==> config.mk <==
export PLATFORM = sky130hd
export DESIGN_NAME = vga_timing_gen
export DESIGN_NICKNAME = d
export VERILOG_FILES = /design/src/rtl/vga_timing_gen.sv
export SDC_FILE = /design/constraint.sdc
export NUM_CORES = 1
export LEC_CHECK = 0
export ABC_CLOCK_PERIOD_IN_PS = 3000
export BUFFER_PORTS_ARGS = -buffer_cell sky130_fd_sc_hd__buf_4
export CAP_MARGIN = 20
export CORE_MARGIN = 1
export CORE_UTILIZATION = 30
export DETAILED_ROUTE_END_ITERATION = 16
export PLACE_DENSITY = 0.47
export SLEW_MARGIN = 20
export SYNTH_ARGS = -nofsm -noshare
export SYNTH_HDL_FRONTEND = slang
export SYNTH_SLANG_ARGS = --single-unit
==> constraint.sdc <==
create_clock -name pixel_clk -period 3 [get_ports pixel_clk]
set_clock_uncertainty 0.2 [all_clocks]
set_input_delay 0.15 -clock pixel_clk [delete_from_list [all_inputs] [get_ports pixel_clk]]
set_output_delay 0.15 -clock pixel_clk [all_outputs]
set_load 0.01 [all_outputs]
==> src/rtl/vga_timing_gen.sv <==
// Parametrised VGA/LCD timing generator with a look-ahead pixel request and a
// built-in test-pattern mux. Release of pixel_rst_n must be synchronous to pixel_clk.
module vga_timing_gen #(
  parameter int HDISP    = 800,
  parameter int VDISP    = 480,
  parameter int HFP      = 40,
  parameter int HPULSE   = 48,
  parameter int HBP      = 40,
  parameter int VFP      = 13,
  parameter int VPULSE   = 3,
  parameter int VBP      = 29,
  parameter bit HS_POL   = 1'b0,
  parameter bit VS_POL   = 1'b0,
  parameter int PIPE_LAT = 2,
  parameter int GRID     = 16,
  localparam int XW = (HDISP > 1) ? $clog2(HDISP) : 1,
  localparam int YW = (VDISP > 1) ? $clog2(VDISP) : 1
) (
  input  logic          pixel_clk,
  input  logic          pixel_rst_n,
  input  logic [1:0]    mode,
  input  logic [23:0]   ext_rgb,
  output logic [XW-1:0] pixel_x,
  output logic [YW-1:0] pixel_y,
  output logic          pixel_req,
  output logic          frame_start,
  output logic          vga_hs,
  output logic          vga_vs,
  output logic          vga_blank,
  output logic [23:0]   vga_rgb
);

  localparam int HTOTAL = HFP + HPULSE + HBP + HDISP;
  localparam int VTOTAL = VFP + VPULSE + VBP + VDISP;
  localparam int HSTART = HFP + HPULSE + HBP;
  localparam int VSTART = VFP + VPULSE + VBP;
  localparam int HW     = $clog2(HTOTAL);
  localparam int VW     = $clog2(VTOTAL);
  localparam int BARW   = (HDISP / 8 > 0) ? HDISP / 8 : 1;
  localparam int BW     = 5 + XW + YW;
  localparam logic [23:0] BAR_RGB [8] = '{24'hFFFFFF, 24'hFFFF00, 24'h00FFFF, 24'h00FF00,
                                          24'hFF00FF, 24'hFF0000, 24'h0000FF, 24'h000000};

  logic [HW-1:0] h_cnt;
  logic [VW-1:0] v_cnt;
  logic [HW-1:0] h_off;
  logic [VW-1:0] v_off;
  logic          active, hs_raw, vs_raw;
  logic [1:0]    mode_q, mode_cur;
  logic [BW-1:0] stage0, dly;
  logic          hs_d, vs_d, active_d;
  logic [1:0]    mode_d;
  logic [XW-1:0] x_d;
  logic [YW-1:0] y_d;
  logic [23:0]   rgb_next;
  int            bar;

  always_ff @(posedge pixel_clk or negedge pixel_rst_n) begin
    if (!pixel_rst_n) begin
      h_cnt <= '0;
      v_cnt <= '0;
    end else if (h_cnt == HW'(HTOTAL - 1)) begin
      h_cnt <= '0;
      v_cnt <= (v_cnt == VW'(VTOTAL - 1)) ? '0 : v_cnt + 1'b1;
    end else begin
      h_cnt <= h_cnt + 1'b1;
    end
  end

  assign active      = (h_cnt >= HW'(HSTART)) && (v_cnt >= VW'(VSTART));
  assign h_off       = h_cnt - HW'(HSTART);
  assign v_off       = v_cnt - VW'(VSTART);
  assign pixel_x     = active ? h_off[XW-1:0] : '0;
  assign pixel_y     = active ? v_off[YW-1:0] : '0;
  assign pixel_req   = active;
  assign hs_raw      = (h_cnt >= HW'(HFP)) && (h_cnt < HW'(HFP + HPULSE));
  assign vs_raw      = (v_cnt >= VW'(VFP)) && (v_cnt < VW'(VFP + VPULSE));
  assign frame_start = (h_cnt == '0) && (v_cnt == '0);

  // The mode travels with each pixel, so the tail of the old frame still in
  // the pipe keeps the old mode while the new frame picks up the latched one.
  always_ff @(posedge pixel_clk or negedge pixel_rst_n) begin
    if (!pixel_rst_n)     mode_q <= 2'd0;
    else if (frame_start) mode_q <= mode;
  end

  assign mode_cur = frame_start ? mode : mode_q;
  assign stage0   = {hs_raw, vs_raw, active, mode_cur, pixel_x, pixel_y};

  generate
    if (PIPE_LAT == 0) begin : g_no_pipe
      assign dly = stage0;
    end else begin : g_pipe
      logic [BW-1:0] sr [PIPE_LAT];
      always_ff @(posedge pixel_clk or negedge pixel_rst_n) begin
        if (!pixel_rst_n) begin
          for (int i = 0; i < PIPE_LAT; i++) sr[i] <= '0;
        end else begin
          sr[0] <= stage0;
          for (int i = 1; i < PIPE_LAT; i++) sr[i] <= sr[i-1];
        end
      end
      assign dly = sr[PIPE_LAT-1];
    end
  endgenerate

  assign {hs_d, vs_d, active_d, mode_d, x_d, y_d} = dly;

  always_comb begin
    rgb_next = 24'h000000;
    bar      = 0;
    if (active_d) begin
      case (mode_d)
        2'd0: rgb_next = ext_rgb;
        2'd1: if ((int'(x_d) % GRID == 0) || (int'(y_d) % GRID == 0)) rgb_next = 24'hFFFFFF;
        2'd2: begin
          bar = int'(x_d) / BARW;
          if (bar < 8) rgb_next = BAR_RGB[bar[2:0]];
        end
        default: rgb_next = 24'h808080;
      endcase
    end
  end

  always_ff @(posedge pixel_clk or negedge pixel_rst_n) begin
    if (!pixel_rst_n) begin
      vga_hs    <= ~HS_POL;
      vga_vs    <= ~VS_POL;
      vga_blank <= 1'b0;
      vga_rgb   <= 24'h000000;
    end else begin
      vga_hs    <= hs_d ? HS_POL : ~HS_POL;
      vga_vs    <= vs_d ? VS_POL : ~VS_POL;
      vga_blank <= active_d;
      vga_rgb   <= rgb_next;
    end
  end

endmodule

==> metrics.md, run 1 <==
| Metric | Value |
|---|---|
| Worst R2R Path Depth | 10 |
| Row cnt | just over 40 |
| Max-Cap Viols | 0 |
| Register area share after synthesis | 53.4% |
| Setup violators final | 0 |
| Drt initial violations | 169 |
| Die H | about 120 um |
| Pleak | 0.00260 uW |
| CTS max path bufs | 2 |
| Complex-gate fraction of the synthesized area | 16.5% |
| Number of global-route vias before repair | 3116 |
| Ys Warns | 0 |
| Xor/xnor share of the synthesized area | approximately 3.7% |
| Tot Pwr | 2340 uW |
| H-tree depth | 3 |
| Worst EP required | 2.98 ns |
| Largest family of logic cells by synthesized area | simple AND/OR/NAND/NOR gates |
| Startpoint Class | flip-flop |
| Setup crit end kind | flip-flop |
| Fmax | 356 MHz |
| Die X-Extent | between 100 and 150 um |
| Unrepaired setup endpoints after global routing | false |
| Worst Path Arrival | about 2.8 ns |
| Post-route ant nets | 0 |
| Min-Delay Path Class | reg -> reg |
| Slowest cell on crit path | dfrtp_1 |
| Pwr/cell area | around 440 nW/um2 |
| Yosys reg bits | 85 |
| Hold depth | 1 |
| Mux contribution to synthesized area | 1.10% |
| Slew headroom | 48.5% |
| Worst-Skew Late Latency | 0.34 ns |
| Share of layout cells above drive strength 1 | 24.9% |
| Outcome | completed |
| Min-delay src | dly[23]$_DFF_PN0_ |
| Die area | 13800 um2 |
| I/O pin count | 76 |
| Worst Path Max Fanout | 8 |
| Clock sink count | 85 |
| First-pass GRT wire length | 15.4 mm |
| FFs w/ async S/R, synth | 100% |
| Final period util | 93.8% |
| Bufs and invs on worst path | 0 |
| Worst slew pin tran | 0.773 ns |
| Max Slew Vio Count | 0 |
| Port Buffers | 75 |
| Synth Area in Adders | 3.14% |
| Vias | 3163 |
| First-pass iteration count of the detailed router | 4 |
| Final hold vios | 0 |
| Largest delay share family, worst path | compound AO/OA/AOI/OAI gates |
| Setup TNS | 0 ns |
| Syn nets | 425 |
| DP HPWL | between 6 and 7 mm |
| Global-route usage over all layers | 13.9% |
| Pin count of the biggest net entering global routing | 63 |
| EDFF count, synth | 0 |
| Routed vias/inst | approximately 4.7 |
| Startpoint of the worst register-to-register path | dly[16]$_DFF_PN0_ |
| Initial Utilization | 31.2% |
| Antenna violations before repair | 0 |
| Area growth syn-to-layout | 33.5% |
| Mapped Cells | 387 |
| N_diodes | 0 |
| Core area | 12800 um2 |
| Setup crit start | dly[16]$_DFF_PN0_ |
| Slowest cell delay on critical path | 0.38 ns |
| Final GP Congestion | about 0.8 |
| Mapped Area | 3990 um2 |
| Most used DFF post-synth | dfrtp_1 |
| DR WL/cell | 13.8 um |
| Routed wire length | between 9 and 10 mm |
| Gr ovfl total | 0 |
| Final min period | ~2.8 ns |
| TritonCTS clock tree | done |
| Drt drc | 0 |
| Maximum vdd drop | about 0.22 mV |
| Levels on crit path | 10 |
| Reg clk slew, reported paths | 0.06 ns |
| Critical path type | reg -> reg |
| Average cell area after synthesis | a little over 10 um2 |
| Num CTS Buffers | 9 |
| Yosys cell types | 58 |
| Post-Synth Simple-Gate Area | 18.2% |
| Layout net count | 531 |
| Critical path cell sequence | nor3_2 -> nor2b_1 -> ha_1 -> nand2b_1 -> o31ai_4 -> and2_4 -> xnor2_1 -> o311a_1 -> a21oi_4 -> a41oi_1 |
| CTS root buffer | clkbuf_16 |
[repair_timing]
item,in CTS,in global routing
endpoints found under the hold margin,86,0
setup buffers,0,0
hold buffers,27,0
resized for setup,0,2
setup endpoints to repair,0,13
[metal layers]
layer	vias up	share of wire (%)	routed length (um)	track usage [%]
met2	90	47	4330	22.4
met4	0	1.6	145	5.60
li1	1560	-	-	-
met1	1500	47	4310	17.9
met5	-	0	0	0
met3	13	4.9	449	3.45
[path summary, 6_finish.rpt]
path,endpoint,slack [ns]
max,vga_rgb[0]$_DFF_PN0_,0.19
min,vga_hs$_DFF_PN1_,0.15
max reg2reg,vga_rgb[0]$_DFF_PN0_,0.19
min reg2reg,vga_hs$_DFF_PN1_,0.15
max in group asynchronous,vga_vs$_DFF_PN1_,1.61
min in group asynchronous,vga_rgb[4]$_DFF_PN0_,0.23
[synth_stat cells (2+ instances only)]
cell      instances  area share [%]
a21o_1            7             1.3
a21oi_1          17             2.1
a31o_2            2            0.44
a31oi_1           3            0.47
a41oi_1          10             2.2
and2_1           15             2.4
and3_1            3            0.47
buf_2             6            0.75
buf_6             2            0.56
clkbuf_1         11             1.0
dfrtp_1          83              52
dfstp_2           2             1.3
ha_1             10             3.1
inv_1            14             1.3
mux2_2            3            0.85
nand2_1          46             4.3
nand2b_1          4            0.63
nand3_1          22             2.8
nor2_1           35             3.3
nor2b_1           4            0.63
nor3_1            6            0.75
nor3_2            2            0.50
nor4_1            4            0.63
o211ai_1          2            0.38
o21a_1            9             1.7
o21ai_0          13             1.6
o21ai_1           2            0.25
o31ai_1           4            0.75
or3_1             2            0.31
xnor2_1          10             2.2
xor2_1            7             1.5
[final cells by class]
class                           instances  area [um2]
Multi-Input combinational cell        267        1700
Timing Repair Buffer                  115         931
Clock buffer                           13         270
Tap cell                              172         215
Inverter                               15        56.3
Clock inverter                          3        20.0
Fill cell                            1205        7450
Sequential cell                        85        2130
[where the power goes]
| part | switching [uW] | internal [uW] |
|---|---|---|
| clock | 443 | 628 |
| sequential | 2.30 | 1150 |
| combinational | 57.0 | 59.1 |
| total | 502 | 1840 |
[metrics by stage]
step	worst slack, ns	util [%]	instances	area (um2)	hold WS (ns)
global route	0.0133	41.7	670	5330	0.155
CTS	0.109	41.7	670	5320	0.149
global placement	0.208	37.3	627	4760	0.0827
finish	0.187	41.7	670	5330	0.148
detailed placement	0.163	37.3	627	4760	0.0885
floorplan	0.0942	-	387	3990	-0.346
[logic make-up (layout without fill, tap and decap cells)]
family	Yosys count	count (layout)
and+or+nand+nor	150	150
AOI/OAI and AO/OA	86	86
DFF	85	85
buffers and inverters	35	146
xor gates and xnor gates	17	17
adders and majority gates	10	10
muxes	4	4
[state kept, by name, indices dropped and copies added, names as in the netlist]
name,count
vga_vs,1
v_cnt,10
dly,19
vga_blank,1
g_pipe.sr,19
vga_hs,1
h_cnt,10
vga_rgb,24
[placed cells by master (no fill, tap or decap), types with 6 or more instances in the layout]
| cell | n |
|---|---|
| buf_4 | 88 |
| dfrtp_1 | 82 |
| nand2_1 | 46 |
| nor2_1 | 35 |
| dlygate4sd3_1 | 27 |
| nand3_1 | 22 |
| a21oi_1 | 17 |
| and2_1 | 15 |
| inv_1 | 13 |
| o21ai_0 | 13 |
| xnor2_1 | 10 |
| a41oi_1 | 10 |
| ha_1 | 10 |
| o21a_1 | 9 |
| clkbuf_16 | 9 |
| a21o_1 | 7 |
| xor2_1 | 7 |
| nor3_1 | 6 |
Note: power is estimated with default switching activity, not from simulation.
==> run 2, diff against run 1 <==
--- a/config.mk
+++ b/config.mk
@@ -11,6 +11,7 @@
 export CORE_MARGIN = 1
 export CORE_UTILIZATION = 30
 export DETAILED_ROUTE_END_ITERATION = 16
+export GPL_TIMING_DRIVEN = 0
 export PLACE_DENSITY = 0.47
 export SLEW_MARGIN = 20
 export SYNTH_ARGS = -nofsm -noshare
==> run 2 against run 1 <==
Non-clock buffer count up 14. Power down 1.2%. Register-to-register slack worse by 0.11 ns. Critical endpoint is now vga_rgb[2]$_DFF_PN0_. Largest cell class unchanged. Largest power group unchanged.
==> metrics.md, run 2 (synthesized netlist as in run 1, its figures left out) <==
| Metric | Value |
|---|---|
| Final GP Congestion | 0.809 |
| Tot Pwr | about 2300 uW |
| H-tree depth | 3 |
| Share of layout cells above drive strength 1 | 27.3% |
| Vias | 3205 |
| Worst slew pin tran | 0.794 ns |
| Final instance area | 5490 um2 |
| Register name with the most flops | vga_rgb |
| DP HPWL | between 6 and 7 mm |
| First-pass GRT wire length | about 16 mm |
| Drt drc | 0 |
| Clock sink count | 85 |
| Final hold vios | 0 |
| Pleak | 0.00266 uW |
| Worst Path Arrival | about 2.9 ns |
| Fillers | 1219 |
| Pin count of the biggest net entering global routing | 86 |
| Outcome | completed |
| Setup crit end kind | flip-flop |
| Post-route ant nets | 0 |
| DR WL/cell | roughly 14 um |
| TritonCTS clock tree | done |
| Slew headroom | 47.0% |
| Final period util | 97.5% |
| Gr ovfl total | 0 |
| Global-route usage over all layers | 14.5% |
| Routed vias/inst | 4.69 |
| Layout net count | 545 |
| Worst Path Max Fanout | 8 |
| Startpoint Class | flip-flop |
| CTS max path bufs | 2 |
| Fmax | around 340 MHz |
| Drt initial violations | 152 |
| Die area | 13800 um2 |
| DP Area | around 4800 um2 |
| Core area | ~13000 um2 |
| Area growth syn-to-layout | 37.5% |
| Setup violators final | 0 |
| First-pass iteration count of the detailed router | 4 |
| Die X-Extent | 117 um |
| Max Slew Vio Count | 0 |
| Routed wire length | 9.53 mm |
| Critical path type | reg -> reg |
| Die H | 117 um |
| Pwr/cell area | about 420 nW/um2 |
| N_diodes | 0 |
| Antenna violations before repair | 0 |
| Max-Cap Viols | 0 |
| Row cnt | 41 |
| Reg clk slew, reported paths | 0.06 ns |
| Worst-Skew Late Latency | 0.34 ns |
| Max FFs per register | 24 |
| Multi-input logic area | 1790 um2 |
| Final min period | slightly below 3 ns |
| Num CTS Buffers | 9 |
| Initial Utilization | 31.2% |
| Number of global-route vias before repair | 3173 |
| Fin Hold WS | 0.147 ns |
| I/O pin count | 76 |
| Maximum vdd drop | ~0.25 mV |
| Sequential cell area | 2130 um2 |
| Worst EP required | 2.98 ns |
| Most frequent cells in the layout | 81 x buf_4, 81 x dfrtp_1, 46 x nand2_1 |
| Min-Delay Path Class | reg -> reg |
| CTS root buffer | clkbuf_16 |
| Port Buffers | 75 |
run 2: final timing paths:
check | start | endpoint | slack [ns] | cells past startpoint
max | dly[14]$_DFF_PN0_ | vga_rgb[2]$_DFF_PN0_ | 0.08 | 12
max in group asynchronous | pixel_rst_n | dly[17]$_DFF_PN0_ | 1.77 | 2
min | g_pipe.sr[35]$_DFF_PN0_ | dly[11]$_DFF_PN0_ | 0.15 | 0
max reg2reg | dly[14]$_DFF_PN0_ | vga_rgb[2]$_DFF_PN0_ | 0.08 | 12
min in group asynchronous | pixel_rst_n | vga_rgb[1]$_DFF_PN0_ | 0.20 | 2
min reg2reg | g_pipe.sr[35]$_DFF_PN0_ | dly[11]$_DFF_PN0_ | 0.15 | 0
run 2: repair_timing:
item,4_1_cts,5_1_grt
cloned,0,0
gates resized for setup,5,13
hold endpoints to repair,109,0
setup endpoints to repair,26,29
buffers inserted,1,6
pin swaps,3,5
hold buffers,27,0
run 2: area by class of cell:
cell class / instances / area share, %
buffer: 20 / 1.98
clock buffer: 9 / 4.10
clock inverter: 7 / 1.07
inverter: 15 / 1.03
multi-input combinational: 267 / 32.6
sequential: 85 / 38.9
tap: 172 / 3.92
timing repair buffer: 109 / 16.4
run 2: worst max-delay path: stages (launching register included):
cell,delay [ns]
dfrtp_1,0.37
buf_6,0.12
nor3_4,0.16
nor2b_1,0.07
ha_1,0.33
nand2b_4,0.17
o31ai_4,0.27
and2_4,0.22
xnor2_2,0.07
o311a_4,0.39
a21oi_4,0.14
buf_12,0.14
a41oi_2,0.12
run 2: metal layers:
layer / share of wire (%) / vias up / GRT usage (%) / routed length (um)
li1: - / 1589 / - / -
met1: 45 / 1530 / 18.3 / 4320
met2: 49 / 75 / 23.6 / 4680
met3: 4.5 / 11 / 4.23 / 430
met4: 1.1 / 0 / 4.63 / 104
met5: 0 / - / 0 / 0
run 2: report_power, final:
part           internal, uW  switching [uW]
registers              1150            2.21
clock network           573             469
logic                  57.6            58.9
total                  1780             530
run 2: stage by stage:
step                util, %  cells  setup slack [ns]  setup TNS [ns]
global route           43.0    684           -0.0146         -0.0295
detailed placement     37.3    634            -0.190           -2.47
finish                 43.0    684            0.0756               0
floorplan                 -    387            0.0942               0
global placement       37.3    634            -0.135           -1.71
CTS                    41.9    678           0.00950               0
==> run 3, diff against run 2 <==
--- a/config.mk
+++ b/config.mk
@@ -8,6 +8,7 @@
 export ABC_CLOCK_PERIOD_IN_PS = 3000
 export BUFFER_PORTS_ARGS = -buffer_cell sky130_fd_sc_hd__buf_4
 export CAP_MARGIN = 20
+export CORE_ASPECT_RATIO = 1.2
 export CORE_MARGIN = 1
 export CORE_UTILIZATION = 30
 export DETAILED_ROUTE_END_ITERATION = 16
==> run 3 against run 2 <==
Largest cell class unchanged. Critical path type unchanged. Non-clock buffer count rose by 2. Critical endpoint is now vga_rgb[7]$_DFF_PN0_. Global-route usage down 0.19 points. Critical path depth up 1.
==> metrics.md, run 3 (synthesized netlist as in run 1, its figures left out) <==
| Metric | Value |
|---|---|
| Outcome | completed |
| Max Slew Vio Count | 0 |
| Setup violators final | 0 |
| Finished Layout Cells | 678 |
| Maximum vdd drop | approximately 0.23 mV |
| First-pass GRT wire length | 15.4 mm |
| Reg-to-reg endpoint | vga_rgb[7]$_DFF_PN0_ |
| Gr ovfl total | 0 |
| Most frequent cells in the layout | 83 x buf_4, 81 x dfrtp_1, 46 x nand2_1 |
| DR WL/cell | 14.1 um |
| N_diodes | 0 |
| Final GP Congestion | approximately 0.79 |
| Max FFs per register | 24 |
| Layout net count | 547 |
| Worst Path Max Fanout | 8 |
| Unrepaired setup endpoints after global routing | false |
| Row cnt | 45 |
| Fmax | between 300 and 400 MHz |
| Antenna violations before repair | 0 |
| Vias | 3238 |
| Critical Path End | vga_rgb[7]$_DFF_PN0_ |
| Critical path type | reg -> reg |
| Area growth syn-to-layout | 39.3% |
| Pin count of the biggest net entering global routing | between 80 and 90 |
| CTS max path bufs | 2 |
| CTS root buffer | clkbuf_16 |
| Final period util | 93.9% |
| Max-Cap Viols | 0 |
| Initial Utilization | 31.1% |
| Commonest non-fill, non-tap cell in the layout | buf_4 |
| Pleak | 0.00270 uW |
| Min-Delay Path Class | in -> reg |
| Startpoint of the worst register-to-register path | dly[14]$_DFF_PN0_ |
| Setup crit end kind | flip-flop |
| Post-route ant nets | 0 |
| Register name with the most flops | vga_rgb |
| Global-route usage over all layers | 14.3% |
| Tot Pwr | 2540 uW |
| First-pass iteration count of the detailed router | 4 |
| I/O pin count | 76 |
| TritonCTS clock tree | done |
| Worst Path Arrival | 2.86 ns |
| Setup crit start | dly[14]$_DFF_PN0_ |
| Worst R2R Path Depth | 13 |
| Routed vias/inst | 4.78 |
| Num CTS Buffers | 9 |
| Core area | 12800 um2 |
| Die X-Extent | 107 um |
| Worst-Skew Late Latency | 0.33 ns |
| Reg clk slew, reported paths | 0.06 ns |
| Slew headroom | 41.7% |
| H-tree depth | 3 |
| Startpoint Class | flip-flop |
| Number of global-route vias before repair | 3185 |
| Worst EP required | 3.04 ns |
| Die area | 13800 um2 |
| Drt drc | 0 |
| Share of layout cells above drive strength 1 | around 28% |
| Pwr/cell area | 456 nW/um2 |
| Die H | 128 um |
| Final min period | roughly 2.8 ns |
| Worst slew pin tran | 0.868 ns |
| Worst reg2reg setup slack | 0.18 ns |
| Dpl cells | 626 |
| Drt initial violations | 143 |
| DP HPWL | 6.52 mm |
| Routed wire length | 9.56 mm |
| Final hold vios | 0 |
| Clock sink count | 85 |
| Port Buffers | 75 |
## run 3: cell count changes in the layout (fill, tap and decap cells not counted)
cell and change:
clkinv_2 -1, inv_8 -1, clkbuf_1 +2, bufinv_16 +3
clkinv_4 -1, nor2_2 +3, nor2_1 -3, dlygate4sd3_1 -1
buf_6 +1, clkinvlp_4 -1, inv_6 -1, buf_4 +2
## run 3: cell type report
| cell class | instances | area (um2) |
|---|---|---|
| sequential | 85 | 2130 |
| clock buffer | 11 | 233 |
| fill | 1261 | 7280 |
| buffer | 20 | 113 |
| tap | 164 | 205 |
| clock inverter | 5 | 108 |
| timing repair buffer | 111 | 915 |
| inverter | 15 | 56.3 |
| multi-input combinational | 267 | 1800 |
## run 3: per-stage QoR
step                      instance area (um2)  utilization [%]  setup slack (ns)  hold WS, ns  TNS [ns]
final                                    5560             43.3             0.183       0.0355         0
after CTS                                5390             42.0           0.00658      0.00982         0
after detailed placement                 4760             37.1            -0.182        0.135     -2.60
after floorplan                          3990                -            0.0942       -0.346         0
after global placement                   4760             37.1            -0.132        0.132     -1.83
after global routing                     5560             43.3            0.0296       0.0566         0
## run 3: per-layer routing
| metal | vias to the layer above | share of wire [%] | GRT usage (%) |
|---|---|---|---|
| met5 | - | 0 | 0 |
| met4 | 0 | 1.4 | 5.32 |
| met3 | 13 | 4.3 | 2.49 |
| met2 | 96 | 49 | 24.2 |
| met1 | 1544 | 45 | 18.2 |
| li1 | 1585 | - | - |
## run 3: how the worst min path moves through the flow
stage / depth (start not counted) / endpoint / startpoint / slack, ns
floorplan: 0 / dly[0]$_DFF_PN0_ / pixel_rst_n / -0.35
global route: 3 / vga_rgb[7]$_DFF_PN0_ / ext_rgb[7] / 0.06
detailed placement: 0 / dly[16]$_DFF_PN0_ / g_pipe.sr[40]$_DFF_PN0_ / 0.13
CTS: 3 / vga_rgb[7]$_DFF_PN0_ / ext_rgb[7] / 0.01
global placement: 0 / dly[18]$_DFF_PN0_ / g_pipe.sr[42]$_DFF_PN0_ / 0.13
finish: 3 / vga_rgb[7]$_DFF_PN0_ / ext_rgb[7] / 0.04
## run 3: timing repair
action,4_1_cts,5_1_grt
setup endpoints to repair,26,31
buffers inserted,2,8
resized for setup,4,18
endpoints found under the hold margin,108,0
hold buffers,26,0
pin swaps,3,7
## run 3: worst max-delay path, cell delays in order (launching register included)
cell and delay, ns:
dfrtp_1 0.37, buf_6 0.12, nor3_4 0.16, nor2b_1 0.08, ha_1 0.32, nand2b_4 0.16, o31ai_4 0.18, and2_4 0.21
buf_4 0.11, o221a_4 0.20, o311a_4 0.23, a21oi_4 0.04, buf_12 0.15, a41oi_1 0.20
## run 3: power by group
group / total (uW) / internal [uW] / switching, uW
Combinational: 115 / 56.7 / 58.5
Clock: 1270 / 819 / 451
Sequential: 1150 / 1150 / 2.13
